### config.mk
export PLATFORM = sky130hd
export DESIGN_NAME = seq_alu
export DESIGN_NICKNAME = d
export VERILOG_FILES = /design/src/rtl/seq_alu.sv
export SDC_FILE = /design/constraint.sdc
export NUM_CORES = 2
export LEC_CHECK = 0
export ABC_CLOCK_PERIOD_IN_PS = 25500
export CORE_ASPECT_RATIO = 0.9
export CORE_MARGIN = 5
export CORE_UTILIZATION = 60
export CTS_BUF_LIST = sky130_fd_sc_hd__clkbuf_16
export DETAILED_ROUTE_END_ITERATION = 8
export PLACE_DENSITY = 0.79
export SLEW_MARGIN = 25
export SYNTH_ARGS = -nofsm -noshare
export SYNTH_HDL_FRONTEND = slang
export SYNTH_SLANG_ARGS = --single-unit
### constraint.sdc
create_clock -name clock -period 25.5 [get_ports clock]
set_input_delay 5.1 -clock clock [delete_from_list [all_inputs] [get_ports clock]]
set_output_delay 5.1 -clock clock [all_outputs]
set_load 0.005 [all_outputs]
### src/rtl/seq_alu.sv
// rtl/seq_alu.sv - registered ALU with iterative Booth multiply and restoring divide
// Build macro SEQ_ALU_RADIX4_EN switches the multiplier to radix-4 Booth (WIDTH/2 steps).
module seq_alu #(
    parameter int WIDTH = 32,
    parameter int SHW   = $clog2(WIDTH)
) (
    input  logic               clock,
    input  logic               clear,
    input  logic               start,
    input  logic [4:0]         opcode,
    input  logic [WIDTH-1:0]   A,
    input  logic [WIDTH-1:0]   B,
    output logic [2*WIDTH-1:0] C,
    output logic               busy,
    output logic               done,
    output logic               div_zero
);
    localparam logic [4:0] OP_ADD  = 5'b00011;
    localparam logic [4:0] OP_SUB  = 5'b00100;
    localparam logic [4:0] OP_AND  = 5'b00101;
    localparam logic [4:0] OP_OR   = 5'b00110;
    localparam logic [4:0] OP_ROR  = 5'b00111;
    localparam logic [4:0] OP_ROL  = 5'b01000;
    localparam logic [4:0] OP_SHR  = 5'b01001;
    localparam logic [4:0] OP_SHRA = 5'b01010;
    localparam logic [4:0] OP_SHL  = 5'b01011;
    localparam logic [4:0] OP_XOR  = 5'b01101;
    localparam logic [4:0] OP_NOR  = 5'b01110;
    localparam logic [4:0] OP_DIV  = 5'b01111;
    localparam logic [4:0] OP_MUL  = 5'b10000;
    localparam logic [4:0] OP_NEG  = 5'b10001;
    localparam logic [4:0] OP_NOT  = 5'b10010;

`ifdef SEQ_ALU_RADIX4_EN
    localparam int BOOTH_BITS = 2;
`else
    localparam int BOOTH_BITS = 1;
`endif
    localparam int MUL_STEPS = WIDTH / BOOTH_BITS;
    localparam int CW        = $clog2(WIDTH);
    localparam int PW        = 2*WIDTH + 3;
    localparam logic [SHW:0] ROT_MOD = (SHW+1)'(WIDTH);

    typedef enum logic [1:0] {IDLE, ITER, FINISH} state_t;
    state_t state, state_next;

    logic [4:0]       op_r;
    logic [WIDTH-1:0] a_r, b_r;
    logic [CW-1:0]    count;
    // Booth register: {accumulator (W+2), multiplier (W), appended q[-1]}
    logic [PW-1:0]    prod;
    logic [WIDTH-1:0] quo, rem, dmag;

    always_comb begin
        state_next = state;
        case (state)
            IDLE: begin
                if (start) begin
                    if (opcode == OP_MUL || (opcode == OP_DIV && B != '0))
                        state_next = ITER;
                    else
                        state_next = FINISH;
                end
            end
            ITER:    if (count == '0) state_next = FINISH;
            FINISH:  state_next = IDLE;
            default: state_next = IDLE;
        endcase
    end

    assign busy = (state == ITER);

    logic signed [WIDTH+1:0] m1, addend, acc_sum;
    logic signed [PW-1:0]    booth_cat;
    logic [PW-1:0]           prod_step;

    always_comb begin
        m1     = {{2{a_r[WIDTH-1]}}, a_r};
        addend = '0;
`ifdef SEQ_ALU_RADIX4_EN
        case (prod[2:0])
            3'b001, 3'b010: addend = m1;
            3'b011:         addend = m1 <<< 1;
            3'b100:         addend = -(m1 <<< 1);
            3'b101, 3'b110: addend = -m1;
            default:        addend = '0;
        endcase
`else
        case (prod[1:0])
            2'b01:   addend = m1;
            2'b10:   addend = -m1;
            default: addend = '0;
        endcase
`endif
        acc_sum   = $signed(prod[PW-1:WIDTH+1]) + addend;
        booth_cat = {acc_sum, prod[WIDTH:0]};
        prod_step = booth_cat >>> BOOTH_BITS;
    end

    logic [WIDTH:0]   r2;
    logic             ge;
    logic [WIDTH-1:0] rem_next, quo_next;

    always_comb begin
        r2       = {rem, quo[WIDTH-1]};
        ge       = (r2 >= {1'b0, dmag});
        rem_next = ge ? WIDTH'(r2 - {1'b0, dmag}) : r2[WIDTH-1:0];
        quo_next = {quo[WIDTH-2:0], ge};
    end

    logic [SHW-1:0]     sh;
    logic [SHW:0]       rot;
    logic [2*WIDTH-1:0] dbl, result;
    logic [WIDTH-1:0]   lo, q_s, r_s;

    always_comb begin
        sh     = b_r[SHW-1:0];
        rot    = ({1'b0, sh} >= ROT_MOD) ? ({1'b0, sh} - ROT_MOD) : {1'b0, sh};
        dbl    = {a_r, a_r};
        q_s    = (a_r[WIDTH-1] ^ b_r[WIDTH-1]) ? -quo : quo;
        r_s    = a_r[WIDTH-1] ? -rem : rem;
        lo     = '0;
        result = C;
        case (op_r)
            OP_ADD: begin
                lo     = a_r + b_r;
                result = {{WIDTH{lo[WIDTH-1]}}, lo};
            end
            OP_SUB: begin
                lo     = a_r - b_r;
                result = {{WIDTH{lo[WIDTH-1]}}, lo};
            end
            OP_AND:  result = {{WIDTH{1'b0}}, a_r & b_r};
            OP_OR:   result = {{WIDTH{1'b0}}, a_r | b_r};
            OP_XOR:  result = {{WIDTH{1'b0}}, a_r ^ b_r};
            OP_NOR:  result = {{WIDTH{1'b0}}, ~(a_r | b_r)};
            OP_ROR:  result = {{WIDTH{1'b0}}, WIDTH'(dbl >> rot)};
            OP_ROL:  result = {{WIDTH{1'b0}}, WIDTH'((dbl << rot) >> WIDTH)};
            OP_SHR:  result = {{WIDTH{1'b0}}, a_r >> sh};
            OP_SHRA: result = {{WIDTH{1'b0}}, WIDTH'($signed(a_r) >>> sh)};
            OP_SHL:  result = {{WIDTH{1'b0}}, a_r << sh};
            OP_NEG:  result = {{WIDTH{1'b0}}, -b_r};
            OP_NOT:  result = {{WIDTH{1'b0}}, ~a_r};
            OP_MUL:  result = prod[2*WIDTH:1];
            // Divide-by-zero bypasses iteration and returns the dividend in HI
            OP_DIV:  result = (b_r == '0) ? {a_r, {WIDTH{1'b1}}} : {r_s, q_s};
            default: result = C;
        endcase
    end

    always_ff @(posedge clock or posedge clear) begin
        if (clear) begin
            state    <= IDLE;
            C        <= '0;
            done     <= 1'b0;
            div_zero <= 1'b0;
            op_r     <= '0;
            a_r      <= '0;
            b_r      <= '0;
            count    <= '0;
            prod     <= '0;
            quo      <= '0;
            rem      <= '0;
            dmag     <= '0;
        end else begin
            state <= state_next;
            done  <= (state == FINISH);
            case (state)
                IDLE: begin
                    if (start) begin
                        op_r     <= opcode;
                        a_r      <= A;
                        b_r      <= B;
                        div_zero <= (opcode == OP_DIV) && (B == '0);
                        count    <= (opcode == OP_MUL) ? CW'(MUL_STEPS - 1) : CW'(WIDTH - 1);
                        prod     <= {{(WIDTH+2){1'b0}}, B, 1'b0};
                        quo      <= A[WIDTH-1] ? -A : A;
                        rem      <= '0;
                        dmag     <= B[WIDTH-1] ? -B : B;
                    end
                end
                ITER: begin
                    count <= count - CW'(1);
                    if (op_r == OP_MUL) begin
                        prod <= prod_step;
                    end else begin
                        rem <= rem_next;
                        quo <= quo_next;
                    end
                end
                FINISH:  C <= result;
                default: ;
            endcase
        end
    end
endmodule

==> impl_summary.md <==
Outcome
The run finished with clean final reports.

Die
The die span in x is 246 µm. The die is 222 µm tall. 139 I/O pins were placed. The core outline area is 49,300 µm². The total number of placement rows is 77. The die covers 54,500 µm².

For this configuration, the core starts out at a cell density of 60.8%.

Global routing
The number of antenna violations at the first check in global routing is 6. The pin count of the biggest net entering global routing is 113. Global routing used 45.9% of the available tracks. The remaining global-route overflow is 0.

The via count of the first global-routing pass is 29.4k. The wire length of the first global-routing pass is 191 mm.

Clock tree
Post-CTS timing repair inserted 0 buffers for setup. The clock passes through at most 3 buffers. The cell sitting at the root of the clock tree is a clkbuf_16. After clock tree synthesis, the clock-pin slew on the worst setup and hold paths is 0.06 ns.

The clock latency on the worst-skew pair is 0.58 ns. The clock sink count is 303. The CTS tree is yes.

The total of hold buffers inserted after clock tree synthesis is 0. In this run, post-CTS repair resized a total of 0 instances. Counting the buffers created by CTS gives 36. CTS built an H-tree with a depth of 2.

Placed design
At the end of routability-driven placement, the weighted congestion stood at 1.12. Detailed placement ended at an HPWL of 96.6 mm. In this run the tool buffered the top-level ports with 138 buffer cells.

The cell count after placement is 4,555. The pre-CTS worst setup slack is 16.64 ns.

Pwr
Per report_power, the combinational group accounts for 54.4% of the total. The analysis attributes to cell leakage a power of 0.0138 µW. The internal power of the cells totals 1460 µW. The power share of the sequential group is 26.5%. Net switching is 47.9% of the power. The analysis attributes to net switching a power of 1340 µW.

The clock power share is 19.2%. The final total power is 2800 µW. The worst vdd rail ir drop is 0.0547 mV. The total power per unit cell area is 85.1 nW/µm².

Min path
The path category of the worst min-delay check is register to register. The cell depth of the worst min-delay path is 2. The worst hold path endpoint is dmag[5]. The worst hold path begins at dmag[5].

Detailed routing
The final wirelength is 131 mm. The number of design-rule violations left by the first detailed-router iteration is 5,654. In the routed design, unresolved DRC markers number 0. The detail route stage leaves a number of antenna-violating nets equal to 0. In the final routed layout, each cell accounts on average for 28.4 µm. The pre-antenna-repair detailed-routing pass consisted of 9 iterations.

Dividing the detail-routed via count by the number of cells gives 7.09. The vias after detailed routing is 32.8k.

Worst setup path
Together, buffers and inverters on the worst path number 1. STA classifies the critical path endpoint as a register. The maximum fanout along the worst path is 6.

The kind of start point of the critical path is an input pin. The most repeated library cell on the critical path is or4_4. On the worst path, the slowest cell contributes a delay of 0.55 ns. The signal on the critical path passes through clkdlybuf4s50_1 > nor4_1 > nand2b_1 > or3_1 > or4_4 > or4_4 > nand3b_1 > a22oi_1 > o22ai_1.

The critical path required time is 25.93 ns. The path type of the worst setup path is input pin to register. The end of the worst register-to-register path is prod[63]. Setup slack on the worst reg-to-reg path comes out at 19.62 ns. The dominant delay contributor by cell family on the critical path is simple AND/OR/NAND/NOR gates. The number of cell instances on the worst register-to-register path is 21.

The startpoint identified for the worst register-to-register timing path is a_r[1]. On the critical path, the stage with the largest delay is an instance of or4_4. The signal arrival time at the worst endpoint is 8.44 ns.

STA
The worst relative slew slack is 19.3%. The final clock skew is 0.0228 ns. The setup slack of the critical path after layout is 17.49 ns. The final count of negative-setup-slack endpoints is 0. The slew at the pin closest to its max-slew limit is 1.20 ns. Adding up every negative setup slack in the final design gives 0 ns.

The maximum achievable frequency is 0.125 GHz. The worst hold margin is 0.479 ns. The share of the clock period used by the worst path is 31.4%. Setup repair after global routing left no endpoint under its margin. The count of final max-slew check failures is 0. The final count of hold timing violations is 0. For the finished layout, the period the worst path requires is 8.01 ns.

Logic synthesis
Of all flip-flops after synthesis, the portion carrying an async set or reset was 100%. The share of synthesized area in the top cell type comes to 25.3%. The number of nets in the synthesized netlist is 4,225. Counting flops with a built-in enable in the synthesized netlist gives 0. By area the synthesized netlist is led by dfrtp_1 25%, o21ai_0 8.7%, ha_1 7.1%, nand2_1 6.3%, a21oi_1 5.0%.

The number of synthesized register bits is 303. After synthesis, flip-flops and latches occupy 25.3% of the total area. In the synthesized netlist the dominant register cell turns out to be dfrtp_1. After synthesis, the most frequently instantiated cells are 522 x o21ai_0, 501 x nand2_1, 357 x nor2_1, 303 x dfrtp_1, 301 x a21oi_1. The top cell type by total area after synthesis is dfrtp_1. The mapped netlist covers 30,000 µm². After synthesis, the netlist uses 93 different library cells. The Yosys warning count is 0. The gate count after technology mapping is 3,978. The most frequently used cell type in the post-synthesis netlist is o21ai_0. After synthesis, the mean cell area works out to 7.54 µm².

Finish
Relative to the synthesized area, the layout overhead comes to 9.62%. Fill cells in the final layout number 4,433. The fraction of final layout cells with drive strength greater than 1 is 6.33%. The post-layout net count is 4,170. For this run, the number of standard cells in the final layout without fillers is 4,621.

Job
The tool flagged a number of max-cap violations equal to 0.
-- power by group through the flow --
stage,combinational (µW),clock [µW],sequential (µW)
2_1_floorplan,951,0,675
3_3_place_gp,1440,0,735
3_5_place_dp,1450,0,738
4_1_cts,1450,531,730
5_1_grt,1600,549,746
6_report,1520,536,740
-- layout by cell type (no fill, tap or decap), types with 33 or more instances in the layout --
cell and n:
mux2i_1 103, o21ai_0 521, nor2_1 350, o31ai_1 44, buf_4 64, xnor2_1 106, a21o_1 55, dfrtp_1 298
o22a_1 36, ha_1 171, xor2_1 119, inv_1 166, nand3_1 98, a21oi_1 301, nor3_1 79, nor4_1 33
clkdlybuf4s50_1 136, clkbuf_16 38, nand2_1 498, nand2b_1 42, o211ai_1 36, mux4_2 38
-- kinds of logic after synthesis --
group | synth area share (%)
adders and majority gates | 7.40
muxes | 7.04
xor gates and xnor gates | 6.63
DFF | 25.3
buffers and inverters | 5.92
AOI/OAI and AO/OA | 28.5
and+or+nand+nor | 19.2
-- worst max path at each step --
stage                     cells after the start  endpoint  slack (ns)  startpoint
after floorplan                               1      C[0]       12.03       clear
after global placement                        5   quo[20]       16.69       clear
after detailed placement                      5   quo[19]       16.64       clear
after CTS                                     5   rem[22]       17.22       clear
after global routing                          9  state[0]       17.21        B[6]
final                                         9  state[0]       17.49        B[4]
-- layout make-up --
class                   count  area, µm²  area share, %
repair buffers            204       1890           5.75
flip-flops and latches    303       7590           23.1
multi-input cells        3212      20700           63.1
inverters                 166        632           1.92
clock inverters            26        228          0.693
clock buffers              38        951           2.89
diodes                      1       2.50        0.00761
well taps                 671        840           2.55
-- metal layers --
metal  global-route usage, %  up-vias  part of all wire, %
li1                        -    14300                    -
met1                    60.0    15300                   37
met2                    63.1     2517                   39
met3                    17.9      647                   15
met4                    29.1        2                  8.6
met5                       0        -                0.011
-- registers in the layout (all words and copies together) (netlist names) --
name / flops
op_r: 5
div_zero: 1
done: 1
b_r: 32
prod: 66
count: 5
a_r: 32
rem: 32
C: 64
quo: 32
dmag: 31
state: 2
-- worst reg2reg max path: cells and delay by family, from the launching register on --
kind,cells,cell delay [ns]
buf+inv,1,0.39
compound gates,9,1.99
fa+ha+maj,2,0.65
simple gates,8,1.95
flops,1,0.61
xor+xnor,1,0.17
-- metrics by stage --
stage	util, %	area, µm²
2_1_floorplan	-	30000
3_3_place_gp	64.2	31700
3_5_place_dp	64.2	31600
4_1_cts	66.5	32800
5_1_grt	66.6	32900
6_report	66.6	32900
No activity file was read; power rests on OpenSTA's default activity.
